[config.mk]
export PLATFORM = sky130hd
export DESIGN_NAME = regfile_mp
export DESIGN_NICKNAME = d
export VERILOG_FILES = /design/src/rtl/regfile_mp.sv
export SDC_FILE = /design/constraint.sdc
export NUM_CORES = 1
export LEC_CHECK = 0
export ABC_CLOCK_PERIOD_IN_PS = 25000
export CORE_ASPECT_RATIO = 0.5
export CORE_MARGIN = 10
export CORE_UTILIZATION = 50
export CTS_CLUSTER_DIAMETER = 50
export DETAILED_ROUTE_END_ITERATION = 10
export PLACE_DENSITY = 0.72
export SYNTH_ARGS = -nofsm -noshare
export SYNTH_HDL_FRONTEND = slang
export SYNTH_SLANG_ARGS = --single-unit
[constraint.sdc]
create_clock -name clk -period 25 [get_ports clk]
set_input_delay 3.75 -clock clk [delete_from_list [all_inputs] [get_ports clk]]
set_output_delay 3.75 -clock clk [all_outputs]
set_load 0.1 [all_outputs]
[src/rtl/regfile_mp.sv]
// rtl/regfile_mp.sv - multi-port register file with write bypass and load scoreboard
//
// Purpose: NUM_RD combinational read ports, two write ports (wr0 = ALU, wr1 =
// load writeback), same-cycle write-to-read forwarding and a per-register
// pending bit that marks registers waiting on an outstanding load.
//
// Ports:
//   clk, rst      clock (rising edge), asynchronous active-high reset
//   rd_addr       packed read indices, port i at [i*ADDR_W +: ADDR_W]
//   rd_data       packed read data, port i at [i*DATA_W +: DATA_W]
//   rd_busy       port i reads a register still pending a load
//   wr0_*         ALU writeback (wins on equal-address collision)
//   wr1_*         load writeback; also clears the pending bit
//   sb_set_*      mark a register pending when a load issues
//   sb_busy       pending bit per register
//   wr_conflict   one-cycle pulse after both writes hit the same index

module regfile_mp #(
  parameter int DATA_W      = 24,
  parameter int NUM_REGS    = 16,
  parameter int ADDR_W      = $clog2(NUM_REGS),
  parameter int NUM_RD      = 3,
  parameter int ZERO_REG_EN = 1,
  parameter int BYPASS_EN   = 1,
  parameter logic [NUM_REGS*DATA_W-1:0] RST_VALUES = {
    {((NUM_REGS - 6) * DATA_W){1'b0}},
    DATA_W'(24'h391A8), DATA_W'(24'h37042), DATA_W'(24'h40000),
    DATA_W'(24'h1B831), DATA_W'(24'h00020), DATA_W'(24'h00000)
  }
) (
  input  logic                       clk,
  input  logic                       rst,
  input  logic [NUM_RD*ADDR_W-1:0]   rd_addr,
  output logic [NUM_RD*DATA_W-1:0]   rd_data,
  output logic [NUM_RD-1:0]          rd_busy,
  input  logic                       wr0_en,
  input  logic [ADDR_W-1:0]          wr0_addr,
  input  logic [DATA_W-1:0]          wr0_data,
  input  logic                       wr1_en,
  input  logic [ADDR_W-1:0]          wr1_addr,
  input  logic [DATA_W-1:0]          wr1_data,
  input  logic                       sb_set_en,
  input  logic [ADDR_W-1:0]          sb_set_addr,
  output logic [NUM_REGS-1:0]        sb_busy,
  output logic                       wr_conflict
);

  // One extra bit so NUM_REGS itself is representable for the range compare.
  localparam logic [ADDR_W:0] NUM_REGS_W = (ADDR_W + 1)'(NUM_REGS);

  logic [DATA_W-1:0]   regs [NUM_REGS];
  logic [NUM_REGS-1:0] busy;
  logic [NUM_REGS-1:0] busy_next;

  function automatic logic in_range(input logic [ADDR_W-1:0] a);
    return {1'b0, a} < NUM_REGS_W;
  endfunction

  function automatic logic is_zero_idx(input logic [ADDR_W-1:0] a);
    return (ZERO_REG_EN != 0) && (a == '0);
  endfunction

  // A write (or pending mark) only lands on a real, non-hardwired register.
  function automatic logic writable(input logic [ADDR_W-1:0] a);
    return in_range(a) && !is_zero_idx(a);
  endfunction

  logic wr0_ok, wr1_ok, sb_ok;
  assign wr0_ok = wr0_en && writable(wr0_addr);
  assign wr1_ok = wr1_en && writable(wr1_addr);
  assign sb_ok  = sb_set_en && writable(sb_set_addr);

  // wr1 is applied first so a colliding wr0 overwrites it and wins.
  always_ff @(posedge clk or posedge rst) begin
    if (rst) begin
      for (int i = 0; i < NUM_REGS; i++) begin
        regs[i] <= RST_VALUES[i*DATA_W +: DATA_W];
      end
    end else begin
      if (wr1_ok) regs[wr1_addr] <= wr1_data;
      if (wr0_ok) regs[wr0_addr] <= wr0_data;
    end
  end

  // Clear before set: a new load issued in the same cycle as the previous
  // load's writeback keeps the register pending.
  always_comb begin
    busy_next = busy;
    if (wr1_ok) busy_next[wr1_addr] = 1'b0;
    if (sb_ok)  busy_next[sb_set_addr] = 1'b1;
  end

  always_ff @(posedge clk or posedge rst) begin
    if (rst) begin
      busy        <= '0;
      wr_conflict <= 1'b0;
    end else begin
      busy        <= busy_next;
      // Flagged on raw address equality, including index 0.
      wr_conflict <= wr0_en && wr1_en && (wr0_addr == wr1_addr);
    end
  end

  assign sb_busy = busy;

  for (genvar p = 0; p < NUM_RD; p++) begin : g_rd
    logic [ADDR_W-1:0] a;
    logic              zero, rng, hit0, hit1;

    assign a    = rd_addr[p*ADDR_W +: ADDR_W];
    assign zero = is_zero_idx(a);
    assign rng  = in_range(a);
    assign hit0 = (BYPASS_EN != 0) && wr0_ok && (wr0_addr == a);
    assign hit1 = (BYPASS_EN != 0) && wr1_ok && (wr1_addr == a);

    assign rd_data[p*DATA_W +: DATA_W] = zero ? '0       :
                                         hit0 ? wr0_data :
                                         hit1 ? wr1_data :
                                         rng  ? regs[a]  : '0;

    // The load result is being forwarded this cycle, so it is no longer a hazard.
    assign rd_busy[p] = !zero && !hit1 && rng && busy[a];
  end

endmodule

==> flow_summary.yaml <==
worst_setup_path:
  critical_path_arrival_ps: 8580
  slowest_delay_ps: 1330
  r2r_start: "regs[306]"
  reg2reg_depth: 2
  r2r_slack_ps: 24100
  required_ps: 21250
  cpMaxStageDelayCell: "clkdlybuf4s50_1"
  critPathCaptureType: "primary output"
  crit_path_frequent_cell: "clkdlybuf4s50_1"
  critPathLaunchType: "input pin"
  reg2reg_to: "regs[306]"
  crit_path_max_fanout: 26
  worstSetupPathType: "in -> out"
  crit_path_cell_trace: "clkdlybuf4s50_1 -> o41ai_4 -> or3_1 -> buf_4 -> nor2_1 -> a2111oi_0 -> clkdlybuf4s50_1"
floorplan:
  num_io_pins: 169
  dieArea_um2: 70950
  start_util_pct: 50.66
  dieHeight_um: 193.4
  die_x_um: 366.8
  core_um2: 59360
  placementRows: 63
placement:
  dp.cells: 3815
  dp_hpwl_um: 73010
  numPortBuffers: 168
  gp_congestion: 0.9430
  placed_area_um2: 31670
synthesis:
  avgSynthCellArea_um2: 9.525
  syn_area_um2: 30070
  yosys_warnings: 0
  netlist-cell-type-count: 47
  seq_area_frac_synth_pct: 33.47
  syn_nets: 3234
  synth_edf_count: 0
  synth-seq-cells: 401
  synthFlopType: "dfrtp_1"
  synth_cells: 3157
  synthArstFlopShare_pct: 100.0
sta:
  worst_pin_slew_ps: 1293
  clock.fmax_mhz: 81.07
  timing.final.crit_share_pct: 49.34
  finalMaxSlewViolations: 0
  holdWs_ps: 380.4
  setup_viol: 0
  finalCriticalPeriod_ps: 12330
  slew_headroom_pct: 11.58
  hold_viol_final: 0
  clock_skew_ps: 0
  setup_tns_ps: 0
  rsz0062_at_grt: "false"
layout:
  num-fill-cells: 5100
  syn2layout_area_growth_pct: 9.961
  final_nets: 3123
  mostFrequentLayoutCells: "mux2i_1 (535), nor2_1 (508), a21oi_1 (381)"
  final_cell_count_no_fill: 3896
  layout_commonest_cell: "mux2i_1"
  stdcell_area_um2: 33070
  drive_gt1_share_pct: 14.88
flow_run:
  maxCapViolations: 0
power:
  power_density_nw_per_um2: 81.14
  power.leakage_nw: 12.73
  vdd_drop_max_mv: 0.04858
min_path:
  min_path_cells: 0
  worstHoldPathType: "reg -> reg"
  min_to: "sb_busy[0]"
  min_from: "sb_busy[0]"
routing:
  dr_total_vias: 27290
  viasPerCell: 7.005
  wl_um: 115400
  drt-initial-drc-count: 4220
  drtPass1Iterations: 6
  detail_route.wl_per_cell_um: 29.61
  drcViolationCount: 0
  ant_nets: 0
clocking:
  cts_hold_buf: 0
  root_buffer: "clkbuf_16"
  htreeDepth: 2
  clk_pin_slew_worst_paths_ps: 60
  cts_setup_buffers: 0
  clock-sinks: 401
  cts_tree: "yes"
  cts_resized: 0
  numCtsBuffers: 41
  clockBufferDepth: 3
  clk_latency_ps: 590
run_status:
  status: "finished, final reports clean"
grt:
  grt_usage_pct: 31.01
  grt_pass1_wl_um: 170800
  antenna_found_initial: 6
  grt_pass1_vias: 26520
  overflow: 0
  grt_max_degree: 142
cell usage after synthesis (all sizes together) (57+ instances only):
| cell type | instances | share of area, % |
|---|---|---|
| mux4 | 155 | 12 |
| nand2 | 169 | 2.1 |
| nor2b | 57 | 1.2 |
| o21ai | 118 | 2.0 |
| nor2 | 520 | 6.5 |
| buf | 182 | 3.4 |
| a2111oi | 72 | 3.1 |
| a221oi | 94 | 2.9 |
| clkbuf | 211 | 2.6 |
| dfrtp | 376 | 31 |
| a21oi | 381 | 6.3 |
| mux2i | 535 | 18 |
critical path, delay by kind of cell:
kind            cells  cell delay, ps
simple gates        2             290
buf+inv             3            2560
compound gates      2            1970
kinds of logic (layout without fill, tap and decap cells):
family | count (synthesis) | after routing | share of synthesized area (%)
AO/OA/AOI/OAI | 804 | 804 | 18.23
AND/OR/NAND/NOR | 789 | 789 | 10.74
multiplexers | 716 | 716 | 30.39
buffers and inverters | 422 | 343 | 6.433
flip-flops | 401 | 401 | 33.47
XOR/XNOR | 25 | 25 | 0.7281
other | 0 | 6 | 0
worst max path at each step:
stage                startpoint  cells past startpoint     endpoint
floorplan                   rst                      1      regs[0]
global placement     rd_addr[0]                      9   rd_data[9]
detailed placement  wr0_addr[0]                      7  rd_data[46]
CTS                  rd_addr[0]                      9   rd_data[9]
global route        wr0_addr[0]                      7  rd_data[70]
finish              wr0_addr[0]                      7  rd_data[70]
cell type report:
type / instances / area (um2) / area share (%)
diodes: 6 / 15.01 / 0.04541
clock buffers: 60 / 1200 / 3.629
clock inverters: 15 / 177.7 / 0.5373
inverters: 29 / 116.4 / 0.3519
multi-input cells: 2334 / 18270 / 55.25
flip-flops and latches: 401 / 10070 / 30.44
well taps: 812 / 1016 / 3.072
repair buffers: 239 / 2206 / 6.671
state kept, by name, indices dropped and copies added, names as in the netlist:
register,count
wr_conflict,1
regs,384
sb_busy,16
per-stage QoR:
step | power, mW | utilization (%) | setup WS, ps
6_report | 2.683 | 55.71 | 12670
4_1_cts | 2.664 | 55.68 | 12920
3_3_place_gp | 1.983 | 53.36 | 12900
5_1_grt | 2.787 | 55.71 | 12630
3_5_place_dp | 2.015 | 53.36 | 12920
2_1_floorplan | 1.734 | - | 10140
layer usage:
layer	GRT usage, %	share of wire [%]	vias to the layer above
met1	41.07	38	13350
met3	8.110	13	441
met4	17.59	6.1	0
met5	0	0	-
li1	-	-	11390
met2	45.69	43	2120
power breakdown:
group	switching [mW]	total [mW]	internal, mW
Combinational	0.637	1.04	0.405
Clock	0.287	0.654	0.367
Sequential	0.178	0.987	0.810
Total	1.10	2.68	1.58
(Power assumes the default switching activity.)
